--- src/rtl/serial_compare_scheduler.sv ---
// Round-robin scheduler that shares one bit-serial comparator between two
// parallel-word requesters: latch operands, clear comparator, shift MSB-first,
// capture E/L/G, then pulse done to the served requester.
module serial_compare_scheduler #(
  parameter int unsigned WIDTH = 5
) (
  input  logic             clk,
  input  logic             reset,
  input  logic             req0,
  input  logic [WIDTH-1:0] x0,
  input  logic [WIDTH-1:0] y0,
  input  logic             req1,
  input  logic [WIDTH-1:0] x1,
  input  logic [WIDTH-1:0] y1,
  output logic             done0,
  output logic             done1,
  output logic             res_e,
  output logic             res_l,
  output logic             res_g,
  output logic             res_err,
  output logic             busy,
  output logic             grant,
  output logic             cmp_rst,
  output logic             cmp_x,
  output logic             cmp_y,
  input  logic             cmp_e,
  input  logic             cmp_l,
  input  logic             cmp_g
);

  localparam int unsigned CW = (WIDTH > 1) ? $clog2(WIDTH) : 1;

  typedef enum logic [2:0] {
    IDLE  = 3'd0,
    CLR   = 3'd1,
    SHIFT = 3'd2,
    CAPT  = 3'd3,
    DONE  = 3'd4
  } state_t;

  state_t           state_q, state_d;
  logic [WIDTH-1:0] xs_q, xs_d;
  logic [WIDTH-1:0] ys_q, ys_d;
  logic [CW-1:0]    cnt_q, cnt_d;
  logic             ptr_q, ptr_d;

  logic grant_d, done0_d, done1_d;
  logic res_e_d, res_l_d, res_g_d, res_err_d;
  logic busy_d, cmp_rst_d, cmp_x_d, cmp_y_d;
  logic win_c, onehot_c;

  // Next-state, datapath and registered-output decode
  always_comb begin
    state_d   = state_q;
    xs_d      = xs_q;
    ys_d      = ys_q;
    cnt_d     = cnt_q;
    ptr_d     = ptr_q;
    grant_d   = grant;
    done0_d   = 1'b0;
    done1_d   = 1'b0;
    res_e_d   = res_e;
    res_l_d   = res_l;
    res_g_d   = res_g;
    res_err_d = res_err;
    cmp_x_d   = 1'b0;
    cmp_y_d   = 1'b0;

    // Pointer names the tie winner; a lone requester always wins
    win_c    = (req0 && req1) ? ptr_q : req1;
    onehot_c = (cmp_e & ~cmp_l & ~cmp_g) |
               (~cmp_e & cmp_l & ~cmp_g) |
               (~cmp_e & ~cmp_l & cmp_g);

    case (state_q)
      IDLE: begin
        if (req0 || req1) begin
          state_d = CLR;
          grant_d = win_c;
          xs_d    = win_c ? x1 : x0;
          ys_d    = win_c ? y1 : y0;
        end
      end
      CLR: begin
        state_d = SHIFT;
        cnt_d   = CW'(WIDTH - 1);
        cmp_x_d = xs_q[WIDTH-1];
        cmp_y_d = ys_q[WIDTH-1];
        xs_d    = xs_q << 1;
        ys_d    = ys_q << 1;
      end
      SHIFT: begin
        if (cnt_q == '0) begin
          state_d = CAPT;
        end else begin
          cnt_d   = cnt_q - CW'(1);
          cmp_x_d = xs_q[WIDTH-1];
          cmp_y_d = ys_q[WIDTH-1];
          xs_d    = xs_q << 1;
          ys_d    = ys_q << 1;
        end
      end
      CAPT: begin
        state_d   = DONE;
        res_e_d   = cmp_e;
        res_l_d   = cmp_l;
        res_g_d   = cmp_g;
        res_err_d = ~onehot_c;
        done0_d   = ~grant;
        done1_d   = grant;
      end
      DONE: begin
        state_d = IDLE;
        ptr_d   = ~grant;
      end
      default: begin
        state_d = IDLE;
      end
    endcase

    // Outputs registered alongside the state they belong to
    busy_d    = (state_d != IDLE);
    cmp_rst_d = (state_d == IDLE) || (state_d == CLR) || (state_d == DONE);
  end

  // State and output registers with synchronous active-low reset
  always_ff @(posedge clk) begin
    if (!reset) begin
      state_q <= IDLE;
      xs_q    <= '0;
      ys_q    <= '0;
      cnt_q   <= '0;
      ptr_q   <= 1'b0;
      grant   <= 1'b0;
      done0   <= 1'b0;
      done1   <= 1'b0;
      res_e   <= 1'b0;
      res_l   <= 1'b0;
      res_g   <= 1'b0;
      res_err <= 1'b0;
      busy    <= 1'b0;
      cmp_rst <= 1'b1;
      cmp_x   <= 1'b0;
      cmp_y   <= 1'b0;
    end else begin
      state_q <= state_d;
      xs_q    <= xs_d;
      ys_q    <= ys_d;
      cnt_q   <= cnt_d;
      ptr_q   <= ptr_d;
      grant   <= grant_d;
      done0   <= done0_d;
      done1   <= done1_d;
      res_e   <= res_e_d;
      res_l   <= res_l_d;
      res_g   <= res_g_d;
      res_err <= res_err_d;
      busy    <= busy_d;
      cmp_rst <= cmp_rst_d;
      cmp_x   <= cmp_x_d;
      cmp_y   <= cmp_y_d;
    end
  end

endmodule

--- config.mk ---
export PLATFORM = sky130hd
export DESIGN_NAME = serial_compare_scheduler
export DESIGN_NICKNAME = d
export VERILOG_FILES = /design/src/rtl/serial_compare_scheduler.sv
export SDC_FILE = /design/constraint.sdc
export NUM_CORES = 1
export LEC_CHECK = 0
export ABC_AREA = 1
export CORE_UTILIZATION = 50
export DETAILED_ROUTE_END_ITERATION = 6
export GPL_ROUTABILITY_DRIVEN = 0
export GPL_TIMING_DRIVEN = 0
export HOLD_SLACK_MARGIN = 0.1
export PLACE_DENSITY = 0.82
export SLEW_MARGIN = 25
export SYNTH_ARGS = -nofsm -noshare
export SYNTH_HDL_FRONTEND = slang
export SYNTH_SLANG_ARGS = --single-unit
--- constraint.sdc ---
create_clock -name clk -period 1.88 [get_ports clk]
set_input_delay 0.376 -clock clk [delete_from_list [all_inputs] [get_ports clk]]
set_output_delay 0.376 -clock clk [all_outputs]
set_load 0.01 [all_outputs]
==> summary.md, run 1 <==
| Metric | Value |
|---|---|
| RSZ-0062 raised after global routing | `false` |
| Nets@finish | `299` |
| Flop-to-flop setup slack | `530 ps` |
| Post-CTS Hold Buffers | `0` |
| Max Fanout on Critical Path | `4` |
| Gr ovfl total | `0` |
| Vias in the first global route | `1216` |
| Peak Freq | `606 MHz` |
| Port Buffer Count | `37` |
| Root Driver | `clkbuf_4` |
| Starting Density | `0.526` |
| Largest net degree at the start of global routing | `15` |
| First-pass DRT Iterations | `4` |
| Cell Area, Synth | `0.00145 sq mm` |
| Data arrival, critical path | `1280 ps` |
| Seq/Total Area, Yosys | `0.387` |
| # IOs | `38` |
| Worst hold slack | `464 ps` |
| CP bufs+invs | `1` |
| Worst setup endpoint | `grant` |
| Mean Syn Cell Area | `6.36 sq um` |
| Total of flip-flops plus latches after synthesis | `28` |
| Non-Filler Cell Area, Final | `0.00188 sq mm` |
| Worst min-delay path class | `flip-flop to flip-flop` |
| Finished Layout Cells | `299` |
| All-layer global routing usage | `0.206` |
| Post-synth cell types | `21` |
| WL/cell | `10.0 microns` |
| Antenna-violating nets left | `0` |
| Cell Pwr Density | `847 mW/mm^2` |
| CTS tree | `done` |
| Clock transition at path regs | `140 ps` |
| Ratio of cells with drive above 1 in the final layout | `0.0709` |
| Max cap viols | `0` |
| CTS buffer count | `3` |
| Core Area | `0.00276 sq mm` |
| First-pass GRT wire length | `5.18 mm` |
| Crit. path cell count | `1` |
| Worst clock skew | `5.43 ps` |
| Critical-path cell list | `clkdlybuf4s50_1` |
| Commonest non-fill, non-tap cell in the layout | `nand2_1` |
| Post-CTS Resized | `0` |
| Final Slew Violations | `0` |
| Longest Clk Path Bufs | `2` |
| ANT cells | `0` |
| Worst setup path class | `flip-flop to output pin` |
| CP top delay family | `buffers and inverters` |
| DPL Wire Length | `2.29 mm` |
| CP max-delay cell | `clkdlybuf4s50_1` |
| Hold violation total from the final report | `0` |
| Cell Area, Placed | `0.00186 sq mm` |
| Post-Route Setup TNS | `0 ps` |
| Core Rows | `19` |
| Via count | `1433` |
| Die H | `55.9 microns` |
| Final setup violation count | `0` |
| Remaining DRCs | `0` |
| CP Data Required Time | `1500 ps` |
| Number of clock sinks | `28` |
| H-tree Lvls | `1` |
| Crit-path max cell delay | `550 ps` |
| Iteration-0 DRC Markers | `54` |
| R2R depth | `9` |
| CP startpoint | `grant` |
| Leakage | `0.922 nW` |
| Die X | `55.9 microns` |
| Area grow syn2layout | `29.8%` |
| Dpl cells | `296` |
| Initial antenna violation count | `0` |
| RR Startpoint | `cnt_q[0]` |
| Clock Latency Late Sink | `330 ps` |
| Post-Syn Instances | `228` |
| Syn_nets | `257` |
| Die area | `0.00312 sq mm` |
| Vias per inst | `4.79` |
| Post-CTS setup buffer count | `0` |
| Critical path endpoint category | `output pin` |
| Fin crit share | `0.878` |
| Min cycle time layout | `1650 ps` |
| Actual slew at the worst max-slew pin | `506 ps` |
| Status | `completed` |
| YS warnings | `0` |
| Worst VDD drop | `0.710 mV` |
| Most frequent cells in the layout | `nand2_1, inv_1, clkdlybuf4s50_1` |
| Slew headroom | `0.663` |
| Routed wire length | `3.00 mm` |
| Startpoint Class | `flip-flop` |
| R2r endpoint | `ys_q[4]` |
[cell type report]
class                   count  area (sq um)
multi-input cells         149           678
plain buffers               6          42.5
fillers                   263           876
well taps                  31          38.8
inverters                  45           169
repair buffers             37           370
clock buffers               3          22.5
flip-flops and latches     28           561
[cell usage after synthesis]
master,count,area (sq um)
a21oi_1,9,45.0
buf_1,1,3.75
buf_2,1,5.00
buf_4,1,7.51
buf_6,2,22.5
clkbuf_1,1,3.75
dfxtp_1,28,561
ha_1,2,25.0
inv_1,41,154
inv_2,4,15.0
nand2_1,60,225
nand2_2,4,25.0
nand2_4,1,11.3
nand3_1,21,105
nand3_2,2,20.0
nand3b_1,2,15.0
nor2_1,35,131
nor2_4,1,11.3
nor3_1,4,20.0
o21ai_0,7,35.0
xnor2_1,1,8.76
[where the power goes]
part           switching, W  internal [W]
registers         0.0000458      0.000687
logic              0.000351      0.000261
clock network      0.000173     0.0000755
total              0.000571       0.00102
[stage by stage]
| step | worst slack, ps | util | total power (W) |
|---|---|---|---|
| after floorplan | 679 | - | 0.00117 |
| after global placement | 27.4 | 0.674 | 0.00134 |
| after detailed placement | 46.8 | 0.674 | 0.00136 |
| after CTS | 211 | 0.682 | 0.00160 |
| after global routing | 166 | 0.682 | 0.00172 |
| final | 229 | 0.682 | 0.00159 |
[registers in the layout (all words and copies together) (netlist names), 3 cells and up]
signal	cells
cnt_q	3
ys_q	5
state_q	3
xs_q	5
[layer usage]
layer	share of wire	track usage	wire length [microns]
met3	0.033	0.0512	100
met4	0.0050	0.0418	15
met2	0.47	0.327	1420
met1	0.49	0.287	1470
met5	0	0	0
[logic make-up (layout without fill, tap and decap cells)]
logic type / Yosys count / count (layout) / synth area share
AO/OA/AOI/OAI: 16 / 16 / 0.0552
XOR/XNOR: 1 / 1 / 0.00604
adder cells (fa/ha/maj): 2 / 2 / 0.0173
flip-flops: 28 / 28 / 0.387
buffers and inverters: 51 / 91 / 0.146
AND/OR/NAND/NOR: 130 / 130 / 0.389
[worst min-delay path by stage]
stage,startpoint,cells after the start,end,slack [ps]
2_1_floorplan,cnt_q[0],1,cnt_q[0],420
3_3_place_gp,cnt_q[0],1,cnt_q[0],440
3_5_place_dp,xs_q[4],2,cmp_x,440
4_1_cts,xs_q[4],2,cmp_x,460
5_1_grt,cnt_q[0],1,cnt_q[0],480
6_report,cnt_q[0],1,cnt_q[0],460
Note: power is estimated with default switching activity, not from simulation.
==> inputs of run 2 (changes only) <==
Settings changed: CELL_PAD_IN_SITES_DETAIL_PLACEMENT set to 1, CELL_PAD_IN_SITES_GLOBAL_PLACEMENT set to 1, CORE_UTILIZATION 50 to 35, PLACE_DENSITY 0.82 to not set, PLACE_DENSITY_LB_ADDON set to 0.1.
==> summary.md, run 2 (synthesized netlist as in run 1, its figures left out) <==
| Metric | Value |
|---|---|
| Status | `completed` |
| Post-CTS Resized | `0 (unchanged)` |
| Core Area | `0.00400 sq mm (+45%)` |
| Gr ovfl total | `0 (unchanged)` |
| Worst min-delay path class | `flip-flop to flip-flop` |
| First-pass DRT Iterations | `4 (unchanged)` |
| CTS buffer count | `3 (unchanged)` |
| Fillers | `548 (+110%)` |
| Most frequent cells in the layout | `nand2_1, inv_1, clkdlybuf4s50_1` |
| Root Driver | `clkbuf_8` |
| CP bufs+invs | `1 (unchanged)` |
| Die H | `66.4 microns (+19%)` |
| Longest Clk Path Bufs | `2 (unchanged)` |
| CP max-delay cell | `clkdlybuf4s50_1` |
| Post-CTS Hold Buffers | `0 (unchanged)` |
| Max Fanout on Critical Path | `4 (unchanged)` |
| Crit-path max cell delay | `560 ps (about the same)` |
| Slew headroom | `0.683 (+0.0207)` |
| Hold Crit Start | `cnt_q[0]` |
| Critical-path cell list | `clkdlybuf4s50_1` |
| Peak Freq | `626 MHz (+3.3%)` |
| Final setup violation count | `0 (unchanged)` |
| RSZ-0062 raised after global routing | `false` |
| Post-CTS setup buffer count | `0 (unchanged)` |
| Ratio of cells with drive above 1 in the final layout | `0.0743 (+0.00345)` |
| Routed wire length | `3.64 mm (+21%)` |
| H-tree Lvls | `1 (unchanged)` |
| Port Buffer Count | `37 (unchanged)` |
| Initial antenna violation count | `0 (unchanged)` |
| Clock transition at path regs | `100 ps (-40 ps)` |
| Clock Latency Late Sink | `280 ps (-50 ps)` |
| WL/cell | `11.4 microns (+14%)` |
| Vias per inst | `4.50 (-6.0%)` |
| Starting Density | `0.363 (-0.163)` |
| Via count | `1437 (+0.28%)` |
| Core Rows | `23 (+4)` |
| Nets@finish | `299 (unchanged)` |
| Iteration-0 DRC Markers | `34 (-37%)` |
| CP top delay family | `buffers and inverters` |
| Post-Route Setup TNS | `0 ps (unchanged)` |
| Worst setup path class | `flip-flop to output pin` |
| Antenna-violating nets left | `0 (unchanged)` |
| Die X | `66.4 microns (+19%)` |
| CP startpoint | `grant` |
| Critical path endpoint category | `output pin` |
| Data arrival, critical path | `1220 ps (-60 ps)` |
| Max cap viols | `0 (unchanged)` |
| Remaining DRCs | `0 (unchanged)` |
| Min cycle time layout | `1600 ps (-53.2 ps)` |
| CTS tree | `done` |
| Worst clock skew | `6.55 ps (+1.12 ps)` |
| ANT cells | `0 (unchanged)` |
| DPL Wire Length | `2.73 mm (+19%)` |
| Hold violation total from the final report | `0 (unchanged)` |
| First-pass GRT wire length | `6.07 mm (+17%)` |
| Area grow syn2layout | `33.6%` |
| All-layer global routing usage | `0.183 (-0.0231)` |
| Commonest non-fill, non-tap cell in the layout | `nand2_1` |
| Largest regs | `xs_q: 5 flops, ys_q: 5 flops` |
| Die area | `0.00440 sq mm (+41%)` |
| Cell Pwr Density | `905 mW/mm^2 (+6.8%)` |
| Worst VDD drop | `0.540 mV (-24%)` |
| Startpoint Class | `flip-flop` |
| Number of clock sinks | `28 (unchanged)` |
| RR Startpoint | `cnt_q[0]` |
| Worst hold slack | `456 ps (-7.99 ps)` |
| Vias in the first global route | `1379 (+13%)` |
| Actual slew at the worst max-slew pin | `475 ps (-31.0 ps)` |
| Leakage | `0.937 nW (+1.6%)` |
| # IOs | `38 (unchanged)` |
| CP Data Required Time | `1500 ps (about the same)` |
| Largest net degree at the start of global routing | `16 (+1)` |
| Fin crit share | `0.850 (-0.0283)` |
| Final Slew Violations | `0 (unchanged)` |
run 2: changes by cell type in the layout (fill, tap and decap cells not counted):
cell	before	now
clkbuf_8	0	4
clkbuf_4	3	0
run 2: path summary, 6_finish.rpt:
check	end	slack, ps	cells past startpoint
setup / recovery	grant	280	1
hold / removal	cnt_q[0]	460	1
setup reg to reg	xs_q[2]	480	9
hold reg to reg	cnt_q[0]	460	1
run 2: layout make-up:
cell class / instances / area [sq um] / area share
multi-input cells: 149 / 678 / 0.350
flip-flops and latches: 28 / 561 / 0.289
well taps: 50 / 62.6 / 0.0323
inverters: 45 / 169 / 0.0872
repair buffers: 37 / 370 / 0.191
plain buffers: 6 / 42.5 / 0.0219
clock buffers: 4 / 55.1 / 0.0284
run 2: where the power goes:
part	leakage, nW	switching, W	internal [W]
Combinational	0.678	0.000372	0.000261
Clock	0.0288	0.000199	0.000188
Sequential	0.230	0.0000469	0.000687
Total	0.937	0.000618	0.00114
run 2: metrics by stage:
stage | setup WS (ps) | util | power (W) | std cells | area, sq um
6_report | 282 | 0.485 | 0.00175 | 319 | 1940
4_1_cts | 276 | 0.485 | 0.00177 | 319 | 1940
5_1_grt | 129 | 0.485 | 0.00189 | 319 | 1940
2_1_floorplan | 679 | - | 0.00117 | 228 | 1450
3_5_place_dp | 25.1 | 0.471 | 0.00139 | 315 | 1880
3_3_place_gp | 30.2 | 0.471 | 0.00137 | 315 | 1880
run 2: per-layer routing:
metal / vias to the layer above / share of wire / track usage
met5: - / 0 / 0
met4: 0 / 0.013 / 0.0638
met3: 5 / 0.034 / 0.0328
met2: 26 / 0.46 / 0.313
met1: 642 / 0.49 / 0.229
li1: 764 / - / -
